--- config.mk ---
export PLATFORM = sky130hd
export DESIGN_NAME = uart_rx_fifo
export DESIGN_NICKNAME = d
export VERILOG_FILES = /design/src/rtl/uart_rx_fifo.sv
export SDC_FILE = /design/constraint.sdc
export NUM_CORES = 1
export LEC_CHECK = 0
export BUFFER_PORTS_ARGS = -buffer_cell sky130_fd_sc_hd__buf_4
export CORE_MARGIN = 3
export CORE_UTILIZATION = 50
export DETAILED_ROUTE_END_ITERATION = 7
export PLACE_DENSITY_LB_ADDON = 0.15
export SLEW_MARGIN = 25
export SYNTH_ARGS = -nofsm -noshare
export SYNTH_HDL_FRONTEND = slang
export SYNTH_SLANG_ARGS = --single-unit
--- constraint.sdc ---
create_clock -name clk -period 3.5 [get_ports clk]
set_clock_uncertainty 0.2 [all_clocks]
set_input_delay 0.175 -clock clk [delete_from_list [all_inputs] [get_ports clk]]
set_output_delay 0.175 -clock clk [all_outputs]
set_load 0.01 [all_outputs]
--- src/rtl/uart_rx_fifo.sv ---
`default_nettype none
// ============================================================================
//  Module   : uart_rx_fifo
//  Purpose  : Acknowledges UART receive flags and buffers bytes in a FWFT FIFO.
//  Option   : UART_RX_FIFO_PARITY_TAG_EN stores the parity-error tag per entry.
//  Revision : 1.0  initial release
// ============================================================================
module uart_rx_fifo #(
    parameter int WORD_LENGTH = 8,
    parameter int DEPTH       = 8,
    parameter int ADDR_WIDTH  = 3
) (
    input  logic                   clk,
    input  logic                   reset,
    input  logic [WORD_LENGTH-1:0] rx_data,
    input  logic                   rx_flag,
    input  logic                   rx_parity_err,
    output logic                   clear_rx_flag,
    input  logic                   rd_en,
    output logic [WORD_LENGTH-1:0] rd_data,
    output logic                   rd_parity_err,
    output logic                   empty,
    output logic                   full,
    output logic [ADDR_WIDTH:0]    count,
    output logic                   overflow,
    input  logic                   clr_overflow
);

    localparam logic [ADDR_WIDTH:0] c_FULL_COUNT = (ADDR_WIDTH+1)'(DEPTH);

`ifdef UART_RX_FIFO_PARITY_TAG_EN
    localparam int c_ENTRY_W = WORD_LENGTH + 1;
`else
    localparam int c_ENTRY_W = WORD_LENGTH;
`endif

    typedef enum logic [1:0] {
        S_IDLE     = 2'd0,
        S_CLEAR    = 2'd1,
        S_WAIT_LOW = 2'd2
    } state_t;

    state_t                  r_state;
    state_t                  w_state_nxt;
    logic                    r_clear;
    logic                    w_clear_nxt;
    logic [c_ENTRY_W-1:0]    r_mem [DEPTH];
    logic [ADDR_WIDTH-1:0]   r_wr_ptr;
    logic [ADDR_WIDTH-1:0]   r_rd_ptr;
    logic [ADDR_WIDTH:0]     r_count;
    logic                    r_overflow;
    logic                    w_capture;
    logic                    w_wr_req;
    logic                    w_wr_ok;
    logic                    w_drop;
    logic                    w_pop;
    logic                    w_full;
    logic                    w_empty;
    logic [c_ENTRY_W-1:0]    w_wr_word;
    logic [c_ENTRY_W-1:0]    w_head;

    always_comb begin
        w_state_nxt = r_state;
        w_clear_nxt = 1'b0;
        w_capture   = 1'b0;
        case (r_state)
            S_IDLE: begin
                if (rx_flag) begin
                    w_capture   = 1'b1;
                    w_state_nxt = S_CLEAR;
                    w_clear_nxt = 1'b1;
                end
            end
            S_CLEAR:    w_state_nxt = S_WAIT_LOW;
            S_WAIT_LOW: begin
                if (!rx_flag) begin
                    w_state_nxt = S_IDLE;
                end
            end
            default:    w_state_nxt = S_IDLE;
        endcase
    end

    always_ff @(posedge clk or negedge reset) begin
        if (!reset) begin
            r_state <= S_IDLE;
            r_clear <= 1'b0;
        end else begin
            r_state <= w_state_nxt;
            r_clear <= w_clear_nxt;
        end
    end

`ifdef UART_RX_FIFO_PARITY_TAG_EN
    assign w_wr_word     = {rx_parity_err, rx_data};
    assign w_wr_req      = w_capture;
    assign rd_parity_err = w_head[WORD_LENGTH];
`else
    // Without a tag slot, corrupted bytes are acknowledged but never stored.
    assign w_wr_word     = rx_data;
    assign w_wr_req      = w_capture & ~rx_parity_err;
    assign rd_parity_err = 1'b0;
`endif

    assign w_full  = (r_count == c_FULL_COUNT);
    assign w_empty = (r_count == '0);
    assign w_pop   = rd_en & ~w_empty;
    // A full FIFO still takes a byte when the head is popped in the same cycle.
    assign w_wr_ok = w_wr_req & (~w_full | w_pop);
    assign w_drop  = w_wr_req & w_full & ~w_pop;

    always_ff @(posedge clk) begin
        if (w_wr_ok) begin
            r_mem[r_wr_ptr] <= w_wr_word;
        end
    end

    always_ff @(posedge clk or negedge reset) begin
        if (!reset) begin
            r_wr_ptr   <= '0;
            r_rd_ptr   <= '0;
            r_count    <= '0;
            r_overflow <= 1'b0;
        end else begin
            if (w_wr_ok) begin
                r_wr_ptr <= r_wr_ptr + 1'b1;
            end
            if (w_pop) begin
                r_rd_ptr <= r_rd_ptr + 1'b1;
            end
            case ({w_wr_ok, w_pop})
                2'b10:   r_count <= r_count + 1'b1;
                2'b01:   r_count <= r_count - 1'b1;
                default: r_count <= r_count;
            endcase
            if (w_drop) begin
                r_overflow <= 1'b1;
            end else if (clr_overflow) begin
                r_overflow <= 1'b0;
            end
        end
    end

    assign w_head        = r_mem[r_rd_ptr];
    assign rd_data       = w_head[WORD_LENGTH-1:0];
    assign clear_rx_flag = r_clear;
    assign count         = r_count;
    assign empty         = w_empty;
    assign full          = w_full;
    assign overflow      = r_overflow;

endmodule
`default_nettype wire

Word level (Yosys, flattened, before mapping)
Memories as Yosys holds them, arrays and structs flattened.
Cells that the tools add are included.
Storage, ports and cells
  register bits: 14
  memories: 1
  bits in latches: 0
  RAM bits: 64
  logic and storage cells: 43
  output and inout bits: 17
  memory bits (read-only): 0
Operators by class
  eq/ne operators: 7
  divide/modulo/power cells: 0
  reduce and logical (&&, ||, !) cells: 5
  muxes and demuxes: 10
  bitwise gates (word level): 10
  $mul: 0
  order comparisons: 0
  $add $sub $neg: 4
  shift operators: 0
Memory list
  r_mem: words 8, width 8, rd ports 1, clocked after Yosys merged registers in 0, wr ports 1, RTL line 47  | logic [c_ENTRY_W-1:0] r_mem [DEPTH];
Operators with widths (count)
  one-hot mux 4 bit (2 select lines): 1
  adder 3 x 1 -> 3 bit, second input constant: 2
  two-way mux 1 bit: 6
  one-hot mux 2 bit (3 select lines): 1
  bitwise AND 1 bit: 5
  adder 4 x 1 -> 4 bit, second input constant: 1
  == test 2 x 1 -> 1 bit, second input constant: 2
  == test 2 bit, second input constant: 2
  == test 4 bit, second input constant: 1
  zero test 4 bit: 1
  two-way mux 2 bit: 2
  != test 2 bit, second input constant: 2
  NOT 1 bit: 4
  nonzero test 2 bit: 2
  subtractor 4 x 1 -> 4 bit, second input constant: 1
  zero test 2 bit: 1
  AND reduction 2 bit: 1
  bitwise OR 1 bit: 1

Longest topological paths before layout
  word-level depth: 7
  gate-level depth with buffers: 8
  mapped depth without buffers: 8

Worst setup path after synthesis
OpenSTA, ideal clock, no wires.
  path kind: reg2reg
  start point: reg r_state[1]
  end point: mem r_mem[0][0] in the netlist's numbering, enable pin
  setup time: 0.395 ns
  clock period less this slack: 2.611 ns
  arrival time: 2.016 ns
  cell stages (with the launch flop): 4
  required time: 2.905 ns
  setup slack: 0.889 ns
  path through: dfrtp_1 nor4b_1 o21ai_2 nor4_1
Between the ends
  longest elaborated chain between the ends: 6
RTL lines
  from (decl): RTL line 43  | state_t r_state;
  from (signal assigned): RTL line 89  | r_state <= w_state_nxt;
  zero test 2 bit: RTL line 66  | case (r_state)
  two-way mux 1 bit: RTL line 66
  bitwise AND 1 bit: RTL line 101  | assign w_wr_req = w_capture & ~rx_parity_err;
  bitwise AND 1 bit: RTL line 109  | assign w_wr_ok = w_wr_req & (~w_full | w_pop);
  two-way mux 1 bit: RTL line 113  | if (w_wr_ok) begin
  two-way mux 1 bit (implied by the code): RTL line 114  | r_mem[r_wr_ptr] <= w_wr_word;
  to (decl): RTL line 47
No other way between the ends.

Final worst setup path
  start point: reg r_rd_ptr[0]
  end point: out rd_data[0]
Between the ends
  longest elaborated chain between the ends: 1
RTL lines
  from (decl): RTL line 49  | logic [ADDR_WIDTH-1:0] r_rd_ptr;
  from (signal assigned): RTL line 129  | r_rd_ptr <= r_rd_ptr + 1'b1;
  memory read (8 x 8 bit)
  to (decl): RTL line 20  | output logic [WORD_LENGTH-1:0] rd_data,
No other way between the ends.

==> impl_results.md <==
- Post-synth top flop: edfxtp_1
- Die ar.: 7350 um2
- Vias after detailed routing: about 1700
- Synth Area per Inst: between 15 and 20 um2
- Final core occ: 0.646
- P_leak: 1.43 nW
- Critical path class: flop to output port
- Syn nets: roughly 190
- Clock Pin Slew Worst Setup and Hold Paths: 70 ps
- Count of cell types in the netlist: 36
- Cell-internal power: 2.14 mW
- Post-synth EDFFs: between 60 and 70
- Hpwl dp: 3960 um
- Initial antenna violation count: 0
- Fin nets: 241
- FP Rows: 28
- FILL cells: about 430
- Largest net degree at the start of global routing: 19
- Grt ovf: 0
- R2R Setup Slk: 840 ps
- Ports: 31
- Residual DRC: 0
- Post-CTS Hold Buffers: 12
- Startpoint Class: flop
- Total Wirelength: 5910 um
- DR WL/cell: 19.6 um
- Final hold vios: 0
- Yosys warns: 0
- Synthesized flop and latch total: 78
- Initial Utilization: 0.528
- PortBufs: 29
- MaxCap Viol Count: 0
- Synth async-reset ratio: 0.179
- Reg-to-reg endpoint: r_mem[7][2]
- Number of global-route vias before repair: 1809
- N_diodes: 0
- TNS Setup: 0 ps
- Comb pwr share: 0.292
- Router iterations before antenna repair: 4
- Final ANT Viol Nets: 0
- Number of H-tree levels: 3
- Sink Count: 78
- NetSw: 847 uW
- Post-synthesis cell count: 167
- Skew-Pair Late Insertion Delay: between 300 and 400 ps
- Cell count after placement: 274
- CTS root buf: clkbuf_8
- Final Slew Violations: 0
- Hold WC Path Type: primary input to asynchronous set/reset pin
- Seq/Total Area, Yosys: 0.714
- Die X: approximately 86 um
- Gr usage total: 0.179
- Final setup fails: 0
- Fmax: approximately 370 MHz
- Reg power frac: 0.444
- Share of layout cells above drive strength 1: 0.374
- Worst setup path start: r_rd_ptr[0]
- DR vias/cell: 5.56
- Setup Buffers After CTS: 0
- Outcome: finished, final reports clean
- Worst slew margin: 0.432
- Post_cts resized: 0
- Worst R2R Path Depth: 3
- Crit path arrival time: around 2400 ps
- Final period util: 0.783
- Total CTS buffers: 9
- CP endpoint: rd_data[0]
- Pwr/cell area: 766 nW/um2
- Slew @ Worst Pin: 853 ps
- Final instance count without filler cells: 302
- Chip Height: 85.8 um
- RSZ-0062 raised after global routing: no
- Syn-to-layout area delta: 22.4%
- Core Footprint: 6030 um2
- Max IR drop VDD: 0.398 mV
- First-pass GRT wire length: between 9000 and 10000 um
- Tmin final: roughly 2700 ps
- Switching part of the total: 0.284
- Clk network pwr share: 0.264
- CTS tree: built
- Final GP Congestion: 0.756
- Worst Path Required: 3120 ps
- Critical Path Fanout Max: 10
- Area of the mapped netlist: 3180 um2
- RR Startpoint: r_state[1]
- Endpoint class of the critical path: output port
- Initial DRC count: 108
- CTS Buffer Depth: 2
-- critical path: stages (launching register included) --
cell	delay [ps]
dfrtp_1	720
buf_4	340
mux4_2	540
mux2_2	280
buf_4	140
-- metal layers --
metal,track usage,routed length (um),up-vias
met5,0,0,-
met4,0.0791,102,0
met3,0.0394,213,7
met2,0.285,3030,34
met1,0.238,2560,866
li1,-,-,772
-- Yosys cell counts, types with 2 or more instances --
| master | count | area (um2) |
|---|---|---|
| clkbuf_1 | 2 | 7.51 |
| mux2_2 | 9 | 101 |
| nor3_1 | 4 | 20.0 |
| inv_1 | 7 | 26.3 |
| nand2b_1 | 2 | 12.5 |
| ha_1 | 4 | 50.1 |
| edfxtp_1 | 64 | 1920 |
| nor3b_1 | 2 | 15.0 |
| nand2_1 | 5 | 18.8 |
| buf_2 | 3 | 15.0 |
| xnor2_1 | 5 | 43.8 |
| nor4_1 | 2 | 12.5 |
| xor2_1 | 2 | 17.5 |
| dfrtp_1 | 14 | 350 |
| nor2_1 | 4 | 15.0 |
| mux2i_1 | 2 | 20.0 |
| nand2_2 | 2 | 12.5 |
| mux4_2 | 16 | 360 |
-- worst min path at each step --
stage | endpoint | slack, ps | cells past startpoint
2_1_floorplan | clear_rx_flag | -320 | 0
3_3_place_gp | count[2] | -170 | 1
3_5_place_dp | count[0] | -170 | 1
4_1_cts | count[0] | 8 | 2
5_1_grt | count[0] | 3 | 2
6_report | count[0] | 8 | 2
-- cells in the final DEF (no fill, tap or decap), drive strengths merged, types with 5 or more instances in the layout --
master,count
edfxtp,64
buf,39
mux4,16
dfrtp,14
dlygate4sd3,12
clkbuf,12
mux2,10
inv,7
nand2,7
xnor2,5
-- flip-flops by register name, summed over array words and instances, names as in the netlist --
| register | flops |
|---|---|
| overflow | 1 |
| r_rd_ptr | 3 |
| count | 4 |
| r_state | 2 |
| r_wr_ptr | 3 |
| r_mem | 64 |
| clear_rx_flag | 1 |
-- cell families (layout without fill, tap and decap cells) --
family | after synthesis | count (layout) | synth area share
flops | 78 | 78 | 0.714
compound gates | 9 | 9 | 0.0240
simple gates | 25 | 25 | 0.0441
xor+xnor | 7 | 7 | 0.0193
buf+inv | 14 | 74 | 0.0189
mux | 28 | 28 | 0.156
other cells | 1 | 1 | 0.00118
fa+ha+maj | 5 | 5 | 0.0220
-- power by group through the flow --
stage / sequential [mW] / combinational, mW / clock, mW
2_1_floorplan: 1.23 / 0.645 / 0
3_3_place_gp: 1.33 / 0.847 / 0
3_5_place_dp: 1.34 / 0.873 / 0
4_1_cts: 1.33 / 0.890 / 0.801
5_1_grt: 1.35 / 0.955 / 0.849
6_report: 1.32 / 0.872 / 0.787
-- cell type report --
type	instances	area [um2]	area share
tap	75	93.8	0.0241
inverter	7	26.3	0.00675
clock inverter	4	95.1	0.0244
clock buffer	12	145	0.0373
sequential	78	2270	0.584
multi-input combinational	75	848	0.218
timing repair buffer	51	413	0.106
-- stage by stage --
stage               worst slack [ps]  power, mW  cell area [um2]  hold WS, ps
floorplan                        889       1.88             3180         -321
global placement                 930       2.17             3530         -171
detailed placement               864       2.22             3530         -170
CTS                              685       3.02             3890         8.37
global route                     580       3.16             3890         3.31
finish                           760       2.98             3890         7.66
(Power assumes the default switching activity.)
